### config.mk
export PLATFORM = sky130hd
export DESIGN_NAME = ds2_pad_reader
export DESIGN_NICKNAME = d
export VERILOG_FILES = /design/src/rtl/ds2_pkg.sv /design/src/rtl/ds2_spi_byte.sv /design/src/rtl/ds2_pad_reader.sv
export SDC_FILE = /design/constraint.sdc
export NUM_CORES = 1
export LEC_CHECK = 0
export BUFFER_PORTS_ARGS = -buffer_cell sky130_fd_sc_hd__buf_2
export CORE_UTILIZATION = 25
export CTS_CLUSTER_DIAMETER = 100
export DETAILED_ROUTE_END_ITERATION = 8
export GPL_TIMING_DRIVEN = 0
export SLEW_MARGIN = 20
export SYNTH_ARGS = -nofsm -noshare
export SYNTH_HDL_FRONTEND = slang
export SYNTH_SLANG_ARGS = --single-unit
### constraint.sdc
create_clock -name clk -period 6.7 [get_ports clk]
set_clock_uncertainty 0.2 [all_clocks]
set_input_delay 1.005 -clock clk [delete_from_list [all_inputs] [get_ports clk]]
set_output_delay 1.005 -clock clk [all_outputs]
set_load 0.1 [all_outputs]
### src/rtl/ds2_pkg.sv
// Shared types and constants for the DualShock pad reader: FSM states,
// command bytes, phase lengths and the PS2-to-SNES button mapping.
package ds2_pkg;

  typedef enum logic [2:0] {
    IDLE,
    SETUP,
    SHIFT,
    GAP,
    HOLD,
    COMMIT
  } state_e;

  localparam int NUM_BYTES = 5;

  localparam logic [7:0] CMD_START = 8'h01;
  localparam logic [7:0] CMD_POLL  = 8'h42;
  localparam logic [7:0] CMD_IDLE  = 8'h00;
  localparam logic [7:0] SIGNATURE = 8'h5A;

  // Phase lengths in SCK half-periods.
  localparam int SETUP_HP = 4;
  localparam int GAP_HP   = 4;
  localparam int HOLD_HP  = 2;

  // PS2 button bit positions (active low on the wire).
  localparam int PS_SELECT = 0;
  localparam int PS_START  = 3;
  localparam int PS_UP     = 4;
  localparam int PS_RIGHT  = 5;
  localparam int PS_DOWN   = 6;
  localparam int PS_LEFT   = 7;
  localparam int PS_L1     = 2;
  localparam int PS_R1     = 3;
  localparam int PS_TRI    = 4;
  localparam int PS_CIRCLE = 5;
  localparam int PS_CROSS  = 6;
  localparam int PS_SQUARE = 7;

  // SNES button word bit positions.
  localparam int SNES_B      = 0;
  localparam int SNES_Y      = 1;
  localparam int SNES_SELECT = 2;
  localparam int SNES_START  = 3;
  localparam int SNES_UP     = 4;
  localparam int SNES_DOWN   = 5;
  localparam int SNES_LEFT   = 6;
  localparam int SNES_RIGHT  = 7;
  localparam int SNES_A      = 8;
  localparam int SNES_X      = 9;
  localparam int SNES_L      = 10;
  localparam int SNES_R      = 11;

  typedef struct packed {
    logic        ok;
    logic [15:0] buttons;
  } pad_result_t;

  function automatic logic [7:0] cmd_byte(input logic [2:0] idx);
    case (idx)
      3'd0:    return CMD_START;
      3'd1:    return CMD_POLL;
      default: return CMD_IDLE;
    endcase
  endfunction

  function automatic pad_result_t decode_pad(input logic [7:0] sig,
                                             input logic [7:0] lo,
                                             input logic [7:0] hi);
    pad_result_t r;
    logic [7:0]  pl;
    logic [7:0]  ph;
    r  = '0;
    pl = ~lo;
    ph = ~hi;
    if (sig == SIGNATURE) begin
      r.ok                   = 1'b1;
      r.buttons[SNES_B]      = ph[PS_CROSS];
      r.buttons[SNES_Y]      = ph[PS_SQUARE];
      r.buttons[SNES_SELECT] = pl[PS_SELECT];
      r.buttons[SNES_START]  = pl[PS_START];
      r.buttons[SNES_UP]     = pl[PS_UP];
      r.buttons[SNES_DOWN]   = pl[PS_DOWN];
      r.buttons[SNES_LEFT]   = pl[PS_LEFT];
      r.buttons[SNES_RIGHT]  = pl[PS_RIGHT];
      r.buttons[SNES_A]      = ph[PS_CIRCLE];
      r.buttons[SNES_X]      = ph[PS_TRI];
      r.buttons[SNES_L]      = ph[PS_L1];
      r.buttons[SNES_R]      = ph[PS_R1];
    end
    return r;
  endfunction

endpackage

### src/rtl/ds2_spi_byte.sv
// One mode-3, LSB-first byte exchange. start_i launches the first SCK fall;
// done_o is high on the edge that ends the last bit's high half.
module ds2_spi_byte #(
  parameter int CLK_DIV = 54
) (
  input  logic       clk,
  input  logic       rst,
  input  logic       start_i,
  input  logic [7:0] tx_byte_i,
  input  logic       miso_i,
  output logic       sck_o,
  output logic       mosi_o,
  output logic [7:0] rx_byte_o,
  output logic       done_o
);

  localparam int CNT_W = $clog2(CLK_DIV);

  logic             active_q;
  logic             high_q;
  logic [CNT_W-1:0] cnt_q;
  logic [2:0]       bit_q;
  logic             sck_q;
  logic             mosi_q;
  logic [7:0]       tx_q;
  logic [7:0]       rx_q;
  logic             half_end;

  assign half_end  = (cnt_q == CNT_W'(CLK_DIV - 1));
  assign done_o    = active_q & high_q & half_end & (bit_q == 3'd7);
  assign sck_o     = sck_q;
  assign mosi_o    = mosi_q;
  assign rx_byte_o = rx_q;

  // NOTE: every register here uses <= so all of them see pre-edge values;
  // blocking assignments would let rx_q/sck_q ordering change behaviour.
  always_ff @(posedge clk or posedge rst) begin
    if (rst) begin
      active_q <= 1'b0;
      high_q   <= 1'b0;
      cnt_q    <= '0;
      bit_q    <= '0;
      sck_q    <= 1'b1;
      mosi_q   <= 1'b1;
      tx_q     <= '0;
      rx_q     <= '0;
    end else if (start_i) begin
      active_q <= 1'b1;
      high_q   <= 1'b0;
      cnt_q    <= '0;
      bit_q    <= '0;
      sck_q    <= 1'b0;
      mosi_q   <= tx_byte_i[0];
      tx_q     <= tx_byte_i;
    end else if (active_q) begin
      if (half_end) begin
        cnt_q <= '0;
        if (!high_q) begin
          // Rising SCK edge: the pad's bit has been stable for a half-period.
          sck_q  <= 1'b1;
          high_q <= 1'b1;
          rx_q   <= {miso_i, rx_q[7:1]};
        end else if (bit_q == 3'd7) begin
          active_q <= 1'b0;
          high_q   <= 1'b0;
          mosi_q   <= 1'b1;
        end else begin
          bit_q  <= bit_q + 3'd1;
          high_q <= 1'b0;
          sck_q  <= 1'b0;
          mosi_q <= tx_q[bit_q + 3'd1];
        end
      end else begin
        cnt_q <= cnt_q + CNT_W'(1);
      end
    end
  end

endmodule

### src/rtl/ds2_pad_reader.sv
// Periodic DualShock poller: poll timer, five-byte sequencer and SNES decode.
// Outputs change only in COMMIT, so a consumer never sees a partial word.
module ds2_pad_reader
  import ds2_pkg::*;
#(
  parameter int CLK_DIV     = 54,
  parameter int POLL_CYCLES = 450000
) (
  input  logic        clk,
  input  logic        rst,
  output logic        ds_cs_n,
  output logic        ds_sck,
  output logic        ds_mosi,
  input  logic        ds_miso,
  output logic [15:0] snes_buttons,
  output logic        pad_ok,
  output logic        update
);

  localparam int TIMER_W   = $clog2(POLL_CYCLES);
  localparam int SETUP_CYC = SETUP_HP * CLK_DIV;
  localparam int GAP_CYC   = GAP_HP * CLK_DIV;
  localparam int HOLD_CYC  = HOLD_HP * CLK_DIV;
  localparam int WAIT_MAX  = (SETUP_CYC > GAP_CYC) ?
                             ((SETUP_CYC > HOLD_CYC) ? SETUP_CYC : HOLD_CYC) :
                             ((GAP_CYC > HOLD_CYC) ? GAP_CYC : HOLD_CYC);
  localparam int WAIT_W    = $clog2(WAIT_MAX);

  state_e             state_q;
  logic [TIMER_W-1:0] timer_q;
  logic               poll_pending_q;
  logic               poll_pending_d;
  logic [WAIT_W-1:0]  wait_q;
  logic [2:0]         byte_q;
  logic [7:0]         sig_q;
  logic [7:0]         lo_q;
  logic [7:0]         hi_q;
  logic               cs_n_q;
  logic [15:0]        buttons_q;
  logic               pad_ok_q;
  logic               update_q;

  logic               tick;
  logic               spi_start;
  logic               spi_done;
  logic [7:0]         spi_rx;
  pad_result_t        pad_res;

  assign tick = (timer_q == TIMER_W'(POLL_CYCLES - 1));

  // A tick while busy stays latched until IDLE consumes it; repeats merge.
  assign poll_pending_d = tick | (poll_pending_q & (state_q != IDLE));

  assign spi_start = ((state_q == SETUP) && (wait_q == WAIT_W'(SETUP_CYC - 1))) ||
                     ((state_q == GAP)   && (wait_q == WAIT_W'(GAP_CYC - 1)));

  assign pad_res = decode_pad(sig_q, lo_q, hi_q);

  ds2_spi_byte #(
    .CLK_DIV (CLK_DIV)
  ) u_spi (
    .clk       (clk),
    .rst       (rst),
    .start_i   (spi_start),
    .tx_byte_i (cmd_byte(byte_q)),
    .miso_i    (ds_miso),
    .sck_o     (ds_sck),
    .mosi_o    (ds_mosi),
    .rx_byte_o (spi_rx),
    .done_o    (spi_done)
  );

  always_ff @(posedge clk or posedge rst) begin
    if (rst) begin
      timer_q        <= '0;
      poll_pending_q <= 1'b0;
    end else begin
      timer_q        <= tick ? '0 : timer_q + TIMER_W'(1);
      poll_pending_q <= poll_pending_d;
    end
  end

  always_ff @(posedge clk or posedge rst) begin
    if (rst) begin
      state_q   <= IDLE;
      wait_q    <= '0;
      byte_q    <= '0;
      sig_q     <= '0;
      lo_q      <= '0;
      hi_q      <= '0;
      cs_n_q    <= 1'b1;
      buttons_q <= '0;
      pad_ok_q  <= 1'b0;
      update_q  <= 1'b0;
    end else begin
      update_q <= 1'b0;
      case (state_q)
        IDLE: begin
          if (poll_pending_q) begin
            cs_n_q  <= 1'b0;
            wait_q  <= '0;
            byte_q  <= '0;
            state_q <= SETUP;
          end
        end
        SETUP, GAP: begin
          if (spi_start) state_q <= SHIFT;
          else           wait_q  <= wait_q + WAIT_W'(1);
        end
        SHIFT: begin
          if (spi_done) begin
            case (byte_q)
              3'd1:    sig_q <= spi_rx;
              3'd2:    lo_q  <= spi_rx;
              3'd3:    hi_q  <= spi_rx;
              default: ;
            endcase
            wait_q <= '0;
            if (byte_q == 3'(NUM_BYTES - 1)) begin
              cs_n_q  <= 1'b1;
              state_q <= HOLD;
            end else begin
              byte_q  <= byte_q + 3'd1;
              state_q <= GAP;
            end
          end
        end
        HOLD: begin
          if (wait_q == WAIT_W'(HOLD_CYC - 1)) state_q <= COMMIT;
          else                                 wait_q  <= wait_q + WAIT_W'(1);
        end
        COMMIT: begin
          buttons_q <= pad_res.buttons;
          pad_ok_q  <= pad_res.ok;
          update_q  <= 1'b1;
          byte_q    <= '0;
          state_q   <= IDLE;
        end
        default: state_q <= IDLE;
      endcase
    end
  end

  assign ds_cs_n      = cs_n_q;
  assign snes_buttons = buttons_q;
  assign pad_ok       = pad_ok_q;
  assign update       = update_q;

endmodule

==> reports/results.tsv <==
metric	value	unit
outcome	completed	
hold-fix buffers at CTS	0	
Die ar.	18000	µm²
antenna cell count	0	
Post-CTS Setup Bufs	0	
Hold Vio Cnt, Final	0	
largest net degree at the start of global routing	51	
vias per inst	4.58	
Initial Util	0.255	
Ports	24	
Max-slew headroom	0.445	
slowest cell on the critical path	dfstp_2	
worst hold endpoint	ds_cs_n	
Post-Route WL	8550	µm
CP Depth	1	
power per standard cell area	211	nW/µm²
MaxCap Viol Count	0	
Row Count	48	
required time at the worst-slack endpoint	5.49	ns
Net count, final	445	
RR Endpoint	wait_q[1]	
YS warnings	0	
Placer Congestion	0.808	
CTS tree	built	
Root Driver	clkbuf_16	
worst r2r src	u_spi.bit_q[0]	
Port Buffer Count	19	
Crit Path Category	flop to output pin	
CTS sink cnt	92	
Async S/R FF share, synth	1.00	
mapped cell area	4380	µm²
CP top delay family	flip-flops	
fin crit share	0.375	
Critical Path Max Stage Delay	0.54	ns
FF+latch count, synth	92	
placed insts	645	
wire per inst	12.9	µm
DRT iter0 DRCs	168	
Synth top cells by count	dfrtp_1 (89), nand2_1 (34), mux2_2 (33)	
via count	3025	
total power draw	0.00107	W
Slew @ Worst Pin	0.821	ns
crit path DAT	1.31	ns
Final Slew Violations	0	
Post-DRT Antenna Nets	0	
setup_tns	0	ns
CTS H-tree lvls	3	
Synth area leader	dfrtp_1	
crit-path cells	buf_2	
initial antenna violation count	0	
detailed placer's ending HPWL	5880	µm
Post-Syn Instances	397	
sequential area share after synthesis	0.527	
gr usage total	0.105	
CP Capture Type	output pin	
CP bufs+invs	1	
number of global-route vias before repair	3091	
Worst-path clk slew	0.07	ns
internal reg-to-reg setup slack	4.21	ns
Worst VDD drop	0.0000988	V
CTS Buffer Depth	2	
hold path depth	1	
most common cell in the netlist	dfrtp_1	
ys flop type	dfrtp_1	
max frequency	398	MHz
first-pass GRT wire length	15200	µm
worst hold start	poll_pending_q	
Placeable Area	17200	µm²
LEAKAGE	2.37	nW
DR pass1 iterations	5	
worst min path class	flop to flop	
startpoint types	flop	
Cell Area, Placed	4790	µm²
total grt overflow	0	
post-route cell area	5080	µm²
Area contributors post-synth	dfrtp_1 (51%), mux2_2 (8.5%), o21ai_0 (3.2%), ha_1 (3.1%), nand2_1 (2.9%)	
RSZ-0062 raised after global routing	false	
Post-Layout Cell Count	661	
cts bufs inserted	9	
Yosys cell types	64	
crit path max fanout	2	
Period minus WS final	2.52	ns
Post-synth EDFFs	0	
Avg Inst Size Synth	11.0	µm²
Syn-to-layout area delta	16.1	%
share of layout cells above drive strength 1	0.220	
later-pin clock latency in the skew report	0.34	ns
DRC	0	
Worst R2R Path Depth	7	
fin util	0.296	
PostCTS Resize Cnt	0	
Die X	134	µm
top cell type's share of synthesized area	0.509	
Die Y	134	µm
setup violators final	0	
-- how the worst max path moves through the flow --
| stage | from | endpoint | slack [ns] |
|---|---|---|---|
| after detailed placement | u_spi.bit_q[0] | wait_q[1] | 4.24 |
| after global placement | rst | wait_q[4] | 2.08 |
| after CTS | u_spi.mosi_o | ds_mosi | 4.17 |
| after global routing | u_spi.bit_q[0] | wait_q[1] | 4.09 |
| final | u_spi.mosi_o | ds_mosi | 4.18 |
| after floorplan | rst | byte_q[0] | 3.11 |
-- routing by layer --
metal | track usage | wire (µm)
met5 | 0 | 0
met3 | 0.0227 | 225
met4 | 0.0449 | 137
met1 | 0.131 | 4090
met2 | 0.174 | 4100
-- where the power goes --
| group | internal [W] | switching, W | leakage [nW] |
|---|---|---|---|
| Sequential | 0.000555 | 0.000000401 | 1.26 |
| Clock | 0.000260 | 0.000231 | 0.141 |
| Combinational | 0.00000404 | 0.0000211 | 0.970 |
-- sequential cells by signal (all words and copies together), names as in the netlist, 2 cells and up --
name             flops
hi_q                 6
wait_q               8
snes_buttons        12
u_spi.cnt_q          6
sig_q                8
u_spi.bit_q          3
state_q              3
u_spi.rx_byte_o      8
byte_q               3
u_spi.tx_q           2
lo_q                 6
timer_q             19
-- metrics by stage --
| stage | worst slack (ns) | hold WS, ns |
|---|---|---|
| after floorplan | 3.11 | 0.206 |
| after global placement | 2.08 | 0.236 |
| after detailed placement | 4.24 | 0.231 |
| after CTS | 4.17 | 0.242 |
| after global routing | 4.09 | 0.272 |
| final | 4.18 | 0.237 |
-- layout make-up --
| type | count | area [µm²] |
|---|---|---|
| clock inverter | 6 | 57.6 |
| fill | 1789 | 12100 |
| inverter | 19 | 73.8 |
| sequential | 92 | 2310 |
| clock buffer | 10 | 229 |
| tap | 225 | 282 |
| timing repair buffer | 20 | 123 |
| multi-input combinational | 274 | 1930 |
| buffer | 15 | 82.6 |
-- cell usage in the layout, fill, tap and decap left out, types with 4 or more instances in the layout --
| master | netlist | final |
|---|---|---|
| dfrtp_1 | 89 | 89 |
| nand2_1 | 34 | 34 |
| mux2_2 | 33 | 33 |
| o21ai_0 | 28 | 28 |
| nor2_1 | 23 | 23 |
| buf_2 | 2 | 21 |
| a21oi_1 | 17 | 17 |
| inv_1 | 18 | 17 |
| ha_1 | 11 | 11 |
| nand3_1 | 10 | 10 |
| xor2_1 | 10 | 10 |
| clkbuf_16 | 0 | 9 |
| nand4_1 | 8 | 8 |
| clkbuf_1 | 6 | 7 |
| and2_1 | 7 | 7 |
| buf_4 | 6 | 6 |
| and3_1 | 6 | 6 |
| or3_1 | 5 | 5 |
| nor3_1 | 5 | 5 |
| a22oi_1 | 4 | 4 |
| xnor2_1 | 4 | 4 |
| mux2i_1 | 4 | 4 |
| conb_1 | 1 | 4 |
-- kinds of logic after synthesis --
logic type / synth area share
and+or+nand+nor: 0.175
DFF: 0.527
other: 0.000857
buffers and inverters: 0.0352
adders and majority gates: 0.0314
AOI/OAI and AO/OA: 0.109
xor gates and xnor gates: 0.0280
muxes: 0.0941
Note: power is estimated with default switching activity, not from simulation.
